==> config.mk <==
export PLATFORM = sky130hd
export DESIGN_NAME = sequence_display_player
export DESIGN_NICKNAME = d
export VERILOG_FILES = /design/src/rtl/seq_display_pkg.sv /design/src/rtl/tick_down_counter.sv /design/src/rtl/sequence_display_player.sv
export SDC_FILE = /design/constraint.sdc
export NUM_CORES = 1
export LEC_CHECK = 0
export ABC_AREA = 1
export BUFFER_PORTS_ARGS = -buffer_cell sky130_fd_sc_hd__buf_2
export CAP_MARGIN = 10
export CORE_UTILIZATION = 35
export CTS_CLUSTER_SIZE = 20
export DETAILED_ROUTE_END_ITERATION = 10
export GPL_ROUTABILITY_DRIVEN = 0
export SYNTH_ARGS = -nofsm -noshare
export SYNTH_HDL_FRONTEND = slang
export SYNTH_SLANG_ARGS = --single-unit
==> constraint.sdc <==
create_clock -name clock -period 4.9 [get_ports clock]
set_input_delay 0.735 -clock clock [delete_from_list [all_inputs] [get_ports clock]]
set_output_delay 0.735 -clock clock [all_outputs]
set_load 0.01 [all_outputs]
==> src/rtl/seq_display_pkg.sv <==
// Shared state encoding, blank code and one-hot test for the sequence display player.
// Pure definitions: no latency, no flow control.
package seq_display_pkg;

    typedef enum logic [2:0] {
        IDLE   = 3'd0,
        ADDR   = 3'd1,
        READ   = 3'd2,
        SHOW   = 3'd3,
        GAP    = 3'd4,
        FINISH = 3'd5
    } state_t;

    localparam logic [7:0] BLANK_CODE = 8'h00;

    // d & (d-1) clears the lowest set bit, so a one-hot value becomes zero.
    function automatic logic is_onehot(input logic [7:0] d);
        return (d != 8'h00) && ((d & (d - 8'd1)) == 8'h00);
    endfunction

endpackage

==> src/rtl/tick_down_counter.sv <==
// Loadable down-counter that stops at zero; zero is decoded from the registered count.
// Load takes effect on the next edge; no backpressure.
module tick_down_counter #(
    parameter int CNT_W = 16
) (
    input  logic             clock,
    input  logic             reset_n,
    input  logic             load,
    input  logic [CNT_W-1:0] value,
    input  logic             en,
    output logic             zero
);

    logic [CNT_W-1:0] cnt;

    always_ff @(posedge clock or negedge reset_n) begin
        if (!reset_n) begin
            cnt <= '0;
        end else if (load) begin
            cnt <= value;
        end else if (en && (cnt != '0)) begin
            cnt <= cnt - CNT_W'(1);
        end
    end

    assign zero = (cnt == '0);

endmodule

==> src/rtl/sequence_display_player.sv <==
// Plays memory entries 0..last_addr on the display: ON_TICKS shown, OFF_TICKS blank, then done.
// Entry period 2+ON+OFF cycles; start ignored while busy, abort returns to IDLE next edge.
module sequence_display_player
    import seq_display_pkg::*;
#(
    parameter int ADDR_W    = 4,
    parameter int ON_TICKS  = 1000,
    parameter int OFF_TICKS = 500,
    parameter int CNT_W     = 16
) (
    input  logic              clock,
    input  logic              reset_n,
    input  logic              start,
    input  logic              abort,
    input  logic [ADDR_W-1:0] last_addr,
    output logic [ADDR_W-1:0] mem_addr,
    input  logic [7:0]        mem_data,
    output logic [7:0]        code,
    output logic              busy,
    output logic              done,
    output logic              bad_code
);

    localparam logic [CNT_W-1:0] ON_LD  = CNT_W'(ON_TICKS - 1);
    localparam logic [CNT_W-1:0] OFF_LD = CNT_W'(OFF_TICKS - 1);

    state_t            state;
    logic [ADDR_W-1:0] last_q;
    logic              cnt_load;
    logic [CNT_W-1:0]  cnt_value;
    logic              cnt_en;
    logic              cnt_zero;

    // The counter is reloaded as READ exits (show time) and as SHOW expires (gap time).
    always_comb begin
        cnt_load  = 1'b0;
        cnt_value = ON_LD;
        if (!abort) begin
            if (state == READ) begin
                cnt_load  = 1'b1;
                cnt_value = ON_LD;
            end else if ((state == SHOW) && cnt_zero) begin
                cnt_load  = 1'b1;
                cnt_value = OFF_LD;
            end
        end
    end

    assign cnt_en = (state == SHOW) || (state == GAP);

    tick_down_counter #(.CNT_W(CNT_W)) u_ticks (
        .clock   (clock),
        .reset_n (reset_n),
        .load    (cnt_load),
        .value   (cnt_value),
        .en      (cnt_en),
        .zero    (cnt_zero)
    );

    always_ff @(posedge clock or negedge reset_n) begin
        if (!reset_n) begin
            state    <= IDLE;
            last_q   <= '0;
            mem_addr <= '0;
            code     <= BLANK_CODE;
            busy     <= 1'b0;
            done     <= 1'b0;
            bad_code <= 1'b0;
        end else begin
            done <= 1'b0;
            if (abort && (state != IDLE)) begin
                state <= IDLE;
                busy  <= 1'b0;
                code  <= BLANK_CODE;
            end else begin
                case (state)
                    IDLE: begin
                        if (start && !abort) begin
                            state    <= ADDR;
                            busy     <= 1'b1;
                            last_q   <= last_addr;
                            mem_addr <= '0;
                            bad_code <= 1'b0;
                        end
                    end
                    ADDR: state <= READ;
                    READ: begin
                        code  <= mem_data;
                        state <= SHOW;
                        if (!is_onehot(mem_data)) begin
                            bad_code <= 1'b1;
                        end
                    end
                    SHOW: begin
                        if (cnt_zero) begin
                            code  <= BLANK_CODE;
                            state <= GAP;
                        end
                    end
                    GAP: begin
                        if (cnt_zero) begin
                            // Compare before increment so last_addr = all-ones never wraps.
                            if (mem_addr == last_q) begin
                                state <= FINISH;
                                done  <= 1'b1;
                            end else begin
                                mem_addr <= mem_addr + ADDR_W'(1);
                                state    <= ADDR;
                            end
                        end
                    end
                    FINISH: begin
                        state <= IDLE;
                        busy  <= 1'b0;
                    end
                    default: begin
                        state <= IDLE;
                        busy  <= 1'b0;
                    end
                endcase
            end
        end
    end

endmodule

==> results of run 1 <==
layout make-up:
class | count | area, um^2
Timing Repair Buffer | 30 | 150
Sequential cell | 38 | 951
Multi-Input combinational cell | 230 | 1180
Clock inverter | 1 | 5.00
Clock buffer | 7 | 86.3
Tap cell | 75 | 93.8
Inverter | 28 | 108
Fill cell | 649 | 3520
worst paths after layout:
path,endpoint,slack [ns],cells past startpoint
max,u_ticks.cnt[4],3.07,10
min,code[1],0.47,2
max reg2reg,u_ticks.cnt[4],3.07,10
min reg2reg,code[1],0.47,2
max in group asynchronous,u_ticks.cnt[11],3.80,1
min in group asynchronous,last_q[1],0.55,1
flip-flops by register name, indices dropped and copies added, names as in the netlist:
signal,count
u_ticks.cnt,16
code,8
last_q,4
mem_addr,4
state,3
bad_code,1
busy,1
done,1
cells in the mapped netlist:
library cell / count
sky130_fd_sc_hd__buf_4: 1
sky130_fd_sc_hd__nand2_2: 5
sky130_fd_sc_hd__or2_1: 1
sky130_fd_sc_hd__nor2_2: 6
sky130_fd_sc_hd__buf_6: 1
sky130_fd_sc_hd__inv_4: 1
sky130_fd_sc_hd__nor3_1: 3
sky130_fd_sc_hd__nand3_4: 1
sky130_fd_sc_hd__xor2_1: 6
sky130_fd_sc_hd__nand3_2: 2
sky130_fd_sc_hd__buf_2: 2
sky130_fd_sc_hd__nor3_4: 1
sky130_fd_sc_hd__inv_2: 4
sky130_fd_sc_hd__mux2_1: 3
sky130_fd_sc_hd__a221oi_1: 1
sky130_fd_sc_hd__o21ai_2: 3
sky130_fd_sc_hd__o21ai_0: 6
sky130_fd_sc_hd__a21oi_1: 8
sky130_fd_sc_hd__nor2_1: 36
sky130_fd_sc_hd__nor2_4: 5
sky130_fd_sc_hd__nand2_1: 96
sky130_fd_sc_hd__o21ai_1: 12
sky130_fd_sc_hd__ha_1: 3
sky130_fd_sc_hd__inv_1: 23
sky130_fd_sc_hd__nand3_1: 22
sky130_fd_sc_hd__dfrtp_1: 38
sky130_fd_sc_hd__a21boi_1: 1
sky130_fd_sc_hd__or2_2: 2
sky130_fd_sc_hd__xnor2_1: 6
sky130_fd_sc_hd__nand2_4: 1
cells by family after synthesis:
kind of cell	after synthesis
compound gates	31
simple gates	181
mux	3
fa+ha+maj	3
buf+inv	32
xor+xnor	12
flops	38
routing by layer:
metal / part of all wire, % / up-vias / routed length (um) / track usage [%]
met5: 0 / - / 0 / 0
met1: 51 / 876 / 2390 / 21.6
met4: 1.6 / 0 / 76 / 5.79
met3: 3.3 / 8 / 156 / 3.30
met2: 45 / 33 / 2110 / 26.5
li1: - / 1013 / - / -
power by group through the flow:
stage	clock network [mW]	logic, mW	registers [mW]
global route	0.245	0.645	0.523
finish	0.223	0.564	0.512
CTS	0.234	0.570	0.511
global placement	0	0.560	0.514
detailed placement	0	0.567	0.516
floorplan	0	0.448	0.503
worst min-delay path, cell delays in order (launching register included):
cell	delay (ns)
sky130_fd_sc_hd__dfrtp_1	0.35
sky130_fd_sc_hd__nand2_1	0.05
sky130_fd_sc_hd__nand2_1	0.04
per-stage QoR:
stage               area (um^2)  std cells  hold WS (ns)
finish                     2570        409         0.472
global route               2570        409         0.506
CTS                        2570        409         0.477
detailed placement         2480        401         0.458
global placement           2480        401         0.455
floorplan                  2270        300         0.439
==> metrics.txt, run 1 <==
Lkg Pwr 1.34 nW; total power of the final layout 1.30 mW; DIE AREA 6800 um^2; wire length of the first global-routing pass 8390 um; Post-Synthesis Cells 300; level count of the clock H-tree 2; kind of critical path flop to flop; worst min-delay path class flop to flop; worst slack at placement 3.00 ns; Post-Synthesis Cell Area 2270 um^2; number of gates resized after cts 0; area share of the largest cell type after synthesis 42.0%; first element of the critical path u_ticks.cnt[0]; delay of the slowest cell on the worst path 0.36 ns; Clock Sink Count 38; fraction of the core area covered by cells at the end of the flow 42.2%; hold buffer count at CTS 0; Setup crit end kind flop; origin of the critical flop-to-flop path u_ticks.cnt[0]; TritonCTS clock tree built; crit path setup slack, layout 3.07 ns; number of max-cap violations 0; fraction of the mapped netlist area in adder cells 1.66%; ordered cell list for the critical path inv_1 > ha_1 > nand2_1 > nor2_2 > nand2_2 > nand2_2 > inv_4 > nor2_4 > nand2_1 > o21ai_2; overall die width 82.5 um; number of detailed-routing iterations run before antenna repair 4; number of storage elements in the synthesis netlist 38; HPWL after DPL 3510 um; Die Height 82.5 um; CP Data Arrival Time 2.05 ns; via count of the first global-routing pass 1829; commonest cells after routing, fill and taps aside sky130_fd_sc_hd__nand2_1, sky130_fd_sc_hd__dfrtp_1, sky130_fd_sc_hd__nor2_1; buffer cell driving the clock tree root sky130_fd_sc_hd__clkbuf_8; DRC violation count after routing 0; Required @ worst endpoint 5.12 ns; diode count 0; count of pins on the block boundary 31; area inside the core boundary 6100 um^2; Worst-Margin Slew 0.862 ns; run status finished clean; starting density of the core 37.2%; Nets 352; sequential fraction of design power 39.4%; number of antenna violations at the first check in global routing 0; Critical Path Source Type flop; net count after synthesis 319; Pins Over Slew Limit 0; clock transition at the registers of the reported paths 0.07 ns; largest area contributor in the synthesized netlist sky130_fd_sc_hd__dfrtp_1; post-route fraction of the period consumed by the critical path 37.4%; f_max 546 MHz; Buf/Inv on CP 2; final setup TNS 0 ns; GRT Total Usage 16.4%; portion of total power attributed to combinational logic 43.4%; Clk network pwr share 17.2%; Min-Delay Startpoint code[1]; total of buffers placed on input and output ports 30; share of post-route cells with drive strength above 1 20.4%; post-route ant nets 0; setup repair after global routing missed its margin no; proportion of synthesized area in mux cells 1.49%; Synth area leaders sky130_fd_sc_hd__dfrtp_1, sky130_fd_sc_hd__nand2_1, sky130_fd_sc_hd__nor2_1; main combinational cell family by area after synthesis simple AND/OR/NAND/NOR gates; clk_skew 0.00792 ns; fraction of the mapped netlist area in compound gates 7.62%; routed vias 1930; Post-Route WL 4740 um; relative slew slack 42.5%; Cell variety after synth 30; net switching power figure 0.573 mW; total gr overflow 0; final hold viol count 0; XOR/XNOR share of the synthesized area 4.64%; number of DRC markers after the initial detailed-route iteration 72; final setup fails 0; Bufs on Longest Clock Path 2; Int Pwr 0.727 mW; final routed wire length divided by cell count 11.6 um; standard-cell rows 28; number of setup buffers added after CTS 0; post-synthesis sequential area ratio 42.0%; largest net degree at the start of global routing 39; Switching Share 44.1%; Max stage delay cell, worst path sky130_fd_sc_hd__dfrtp_1; area share of and/or/nand/nor cells after synthesis 36.6%; maximum fanout encountered on the critical timing path 11; layout overhead on the synthesized area 13.5%; crit path time final 1.83 ns; Avg Synthesized Cell Area 7.55 um^2; later-pin clock latency in the skew report 0.29 ns; top cell family by delay on the critical path simple AND/OR/NAND/NOR gates; vias per std cell 4.72; Max VDD drop 0.232 mV; total power per unit cell area 505 nW/um^2; CTS Buf Count 5; YS warnings 0; most common cell after layout, fill and taps aside sky130_fd_sc_hd__nand2_1
Note: power is estimated with default switching activity, not from simulation.
==> run 2, diff against run 1 <==
--- a/config.mk
+++ b/config.mk
@@ -5,7 +5,7 @@
 export SDC_FILE = /design/constraint.sdc
 export NUM_CORES = 1
 export LEC_CHECK = 0
-export ABC_AREA = 1
+export ABC_AREA = 0
 export BUFFER_PORTS_ARGS = -buffer_cell sky130_fd_sc_hd__buf_2
 export CAP_MARGIN = 10
 export CORE_UTILIZATION = 35
==> constraint.sdc (replaced) <==
create_clock -name clock -period 1.9 [get_ports clock]
set_input_delay 0.285 -clock clock [delete_from_list [all_inputs] [get_ports clock]]
set_output_delay 0.285 -clock clock [all_outputs]
set_load 0.01 [all_outputs]
==> run 2 against run 1 <==
Net effect: the run now ends with setup timing left; sequential share of layout area decreased by 3.0 points; first-iteration DRC count unchanged; non-clock buffer count increased by 41; register-to-register slack got worse by 3.2 ns; synthesized cell count decreased by 29%; maximum frequency decreased by 9.8%; setup slack got worse by 3.2 ns; clock skew about the same; area after synthesis decreased by 8.2%; highest routed layer unchanged.
==> metrics.txt, run 2 <==
share of post-route cells with drive strength above 1 35.4% (+15 points); Lkg Pwr 1.28 nW (-4.2%); crit path setup slack, layout -0.133 ns (-3.20 ns); starting density of the core 37.1% (-0.068 points); Cell variety after synth 49 (+63%); Required @ worst endpoint 2.09 ns (-3.03 ns); Clock Sink Count 38 (unchanged); Pins Over Slew Limit 0 (unchanged); Critical Path Source Type flop; layout overhead on the synthesized area 34.4%; Post-Synthesis Cells 213 (-29%); DRC violation count after routing 0 (unchanged); r2r endpoint u_ticks.cnt[11]; post-route fraction of the period consumed by the critical path 107% (+70 points); fraction of the core area covered by cells at the end of the flow 49.9% (+7.7 points); Worst-Margin Slew 0.490 ns (-0.373 ns); Synth area leaders sky130_fd_sc_hd__dfrtp_1, sky130_fd_sc_hd__nand2_1, sky130_fd_sc_hd__a22o_1; top cell family by delay on the critical path simple AND/OR/NAND/NOR gates; ordered cell list for the critical path inv_2 > ha_1 > or4b_4 > nand4bb_1 > buf_6 > a21boi_4 > nand2_1 > o21a_1; biggest registers after layout u_ticks.cnt: 16 flops, code: 8 flops; fraction of registers with async set or reset after synthesis 100% (unchanged); diode count 0 (unchanged); number of DRC markers after the initial detailed-route iteration 72 (unchanged); Setup crit end kind flop; kind of critical path flop to flop; relative slew slack 67.1% (+25 points); routed vias 1880 (-2.6%); clock transition at the registers of the reported paths 0.08 ns (about the same); Post-synth EDFFs 0 (unchanged); Nets 303 (-14%); Avg Synthesized Cell Area 9.77 um^2 (+29%); overall die width 79.1 um (-4.1%); largest area contributor in the synthesized netlist sky130_fd_sc_hd__dfrtp_1; Die Height 79.1 um (-4.1%); list of most frequent post-synthesis cells sky130_fd_sc_hd__dfrtp_1, sky130_fd_sc_hd__nand2_1, sky130_fd_sc_hd__nor2_1; placed cell areas 2550 um^2 (+2.7%); CTS Buf Count 5 (unchanged); count of cell instances traversed by the critical path 8 (-2); first element of the critical path u_ticks.cnt[0]; later-pin clock latency in the skew report 0.30 ns (about the same); violations in the final reports setup timing; area inside the core boundary 5610 um^2 (-8.0%); register ranked first by flip-flop count u_ticks.cnt; worst slack at placement -0.172 ns (-3.17 ns); flip-flop count of the largest register, all copies and words added 16 (unchanged); vias per std cell 5.27 (+12%); standard-cell rows 27 (-3.6%); Max stage delay cell, worst path sky130_fd_sc_hd__or4b_4; YS warnings 0 (unchanged); final hold slack 0.177 ns (-0.296 ns); GRT Total Usage 16.4% (+0.018 points); delay of the slowest cell on the worst path 0.46 ns (+0.10 ns); number of storage elements in the synthesis netlist 38 (unchanged); Max VDD drop 0.395 mV (+70%); buffer cell driving the clock tree root sky130_fd_sc_hd__clkbuf_8; area of all placed cells without fillers 2800 um^2 (+8.7%); CP Data Arrival Time 2.22 ns (+0.17 ns); number of antenna violations at the first check in global routing 0 (unchanged); clk_skew 0.00764 ns (-0.000283 ns); net count after synthesis 232 (-27%); number of detailed-routing iterations run before antenna repair 4 (unchanged); via count of the first global-routing pass 1765 (-3.5%); library cell with the highest instance count after synthesis sky130_fd_sc_hd__dfrtp_1; commonest cells after routing, fill and taps aside sky130_fd_sc_hd__dfrtp_1, sky130_fd_sc_hd__buf_4, sky130_fd_sc_hd__buf_2; Worst Setup EP u_ticks.cnt[11]; HPWL after DPL 3510 um (-0.19%); post-synthesis sequential area ratio 45.7% (+3.7 points); final routed wire length divided by cell count 13.7 um (+19%); area share of the largest cell type after synthesis 45.7% (+3.7 points); maximum fanout encountered on the critical timing path 11 (unchanged); number of max-cap violations 0 (unchanged); most common cell after layout, fill and taps aside sky130_fd_sc_hd__dfrtp_1; worst r2r path cells 8 (-2); run status finished, violations left; TritonCTS clock tree built; Post-Synthesis Cell Area 2080 um^2 (-8.2%); setup repair after global routing missed its margin yes; final setup TNS -2.68 ns (-2.68 ns); crit path time final 2.03 ns (+0.199 ns); final setup fails 30 (+30); total gr overflow 0 (unchanged); Buf/Inv on CP 2 (unchanged); most used flip-flop cell after synthesis sky130_fd_sc_hd__dfrtp_1; total of buffers placed on input and output ports 30 (unchanged); post-route ant nets 0 (unchanged); worst min-delay path class primary input to flop; origin of the critical flop-to-flop path u_ticks.cnt[0]; flop-to-flop setup slack -0.13 ns (-3.20 ns); largest net degree at the start of global routing 21 (-46%); Post-Route WL 4900 um (+3.5%); level count of the clock H-tree 2 (unchanged); Bufs on Longest Clock Path 2 (unchanged); count of pins on the block boundary 31 (unchanged); final hold viol count 0 (unchanged); DIE AREA 6260 um^2 (-8.0%); wire length of the first global-routing pass 7970 um (-5.0%); total power per unit cell area 828 nW/um^2 (+64%); f_max 492 MHz (-9.8%)
## run 2: logic make-up after synthesis
group                    count (synthesis)  share of synthesized area (%)
flip-flops                              38                           45.7
AO/OA/AOI/OAI                           50                           18.2
adder cells (fa/ha/maj)                  4                           2.29
AND/OR/NAND/NOR                         98                           26.1
buffers and inverters                   12                           3.13
XOR/XNOR                                11                           4.63
## run 2: layer usage
| layer | wire length, um | GRT usage [%] | vias up |
|---|---|---|---|
| met5 | 0 | 0 | - |
| met2 | 2360 | 26.4 | 40 |
| met1 | 2300 | 21.0 | 906 |
| li1 | - | - | 928 |
| met3 | 154 | 3.10 | 6 |
| met4 | 85 | 7.82 | 0 |
## run 2: area by class of cell
cell class / instances / area, um^2
Clock inverter: 3 / 40.0
Clock buffer: 5 / 68.8
Inverter: 4 / 15.0
Sequential cell: 38 / 951
Timing Repair Buffer: 71 / 480
Tap cell: 72 / 90.1
Fill cell: 544 / 2810
Multi-Input combinational cell: 164 / 1150
## run 2: worst min-delay path, cell delays in order
cell and delay, ns:
sky130_fd_sc_hd__buf_2 0.08, sky130_fd_sc_hd__nand2_1 0.04, sky130_fd_sc_hd__nand2_1 0.04
## run 2: how the worst min path moves through the flow
| stage | startpoint | end | cells past startpoint |
|---|---|---|---|
| 2_1_floorplan | reset_n | bad_code | 0 |
| 3_3_place_gp | reset_n | state[1] | 1 |
| 3_5_place_dp | reset_n | busy | 1 |
| 4_1_cts | last_addr[3] | last_q[3] | 3 |
| 5_1_grt | last_addr[3] | last_q[3] | 3 |
| 6_report | last_addr[3] | last_q[3] | 3 |
## run 2: timing repair
action,CTS,global route
hold endpoints to repair,18,0
endpoints found under the setup margin,29,31
hold buffers,1,0
gates resized for setup,7,12
setup buffers,3,4
gates cloned,0,1
pin swaps,0,6
## run 2: through the flow
step / total power, mW / cells
after global placement: 1.60 / 340
final: 2.32 / 357
after global routing: 2.46 / 357
after detailed placement: 1.61 / 340
after floorplan: 1.33 / 213
after CTS: 2.31 / 352
## run 2: where the power goes
| part | internal (mW) | switching [mW] |
|---|---|---|
| registers | 0.914 | 0.0972 |
| logic | 0.305 | 0.317 |
| clock network | 0.387 | 0.297 |
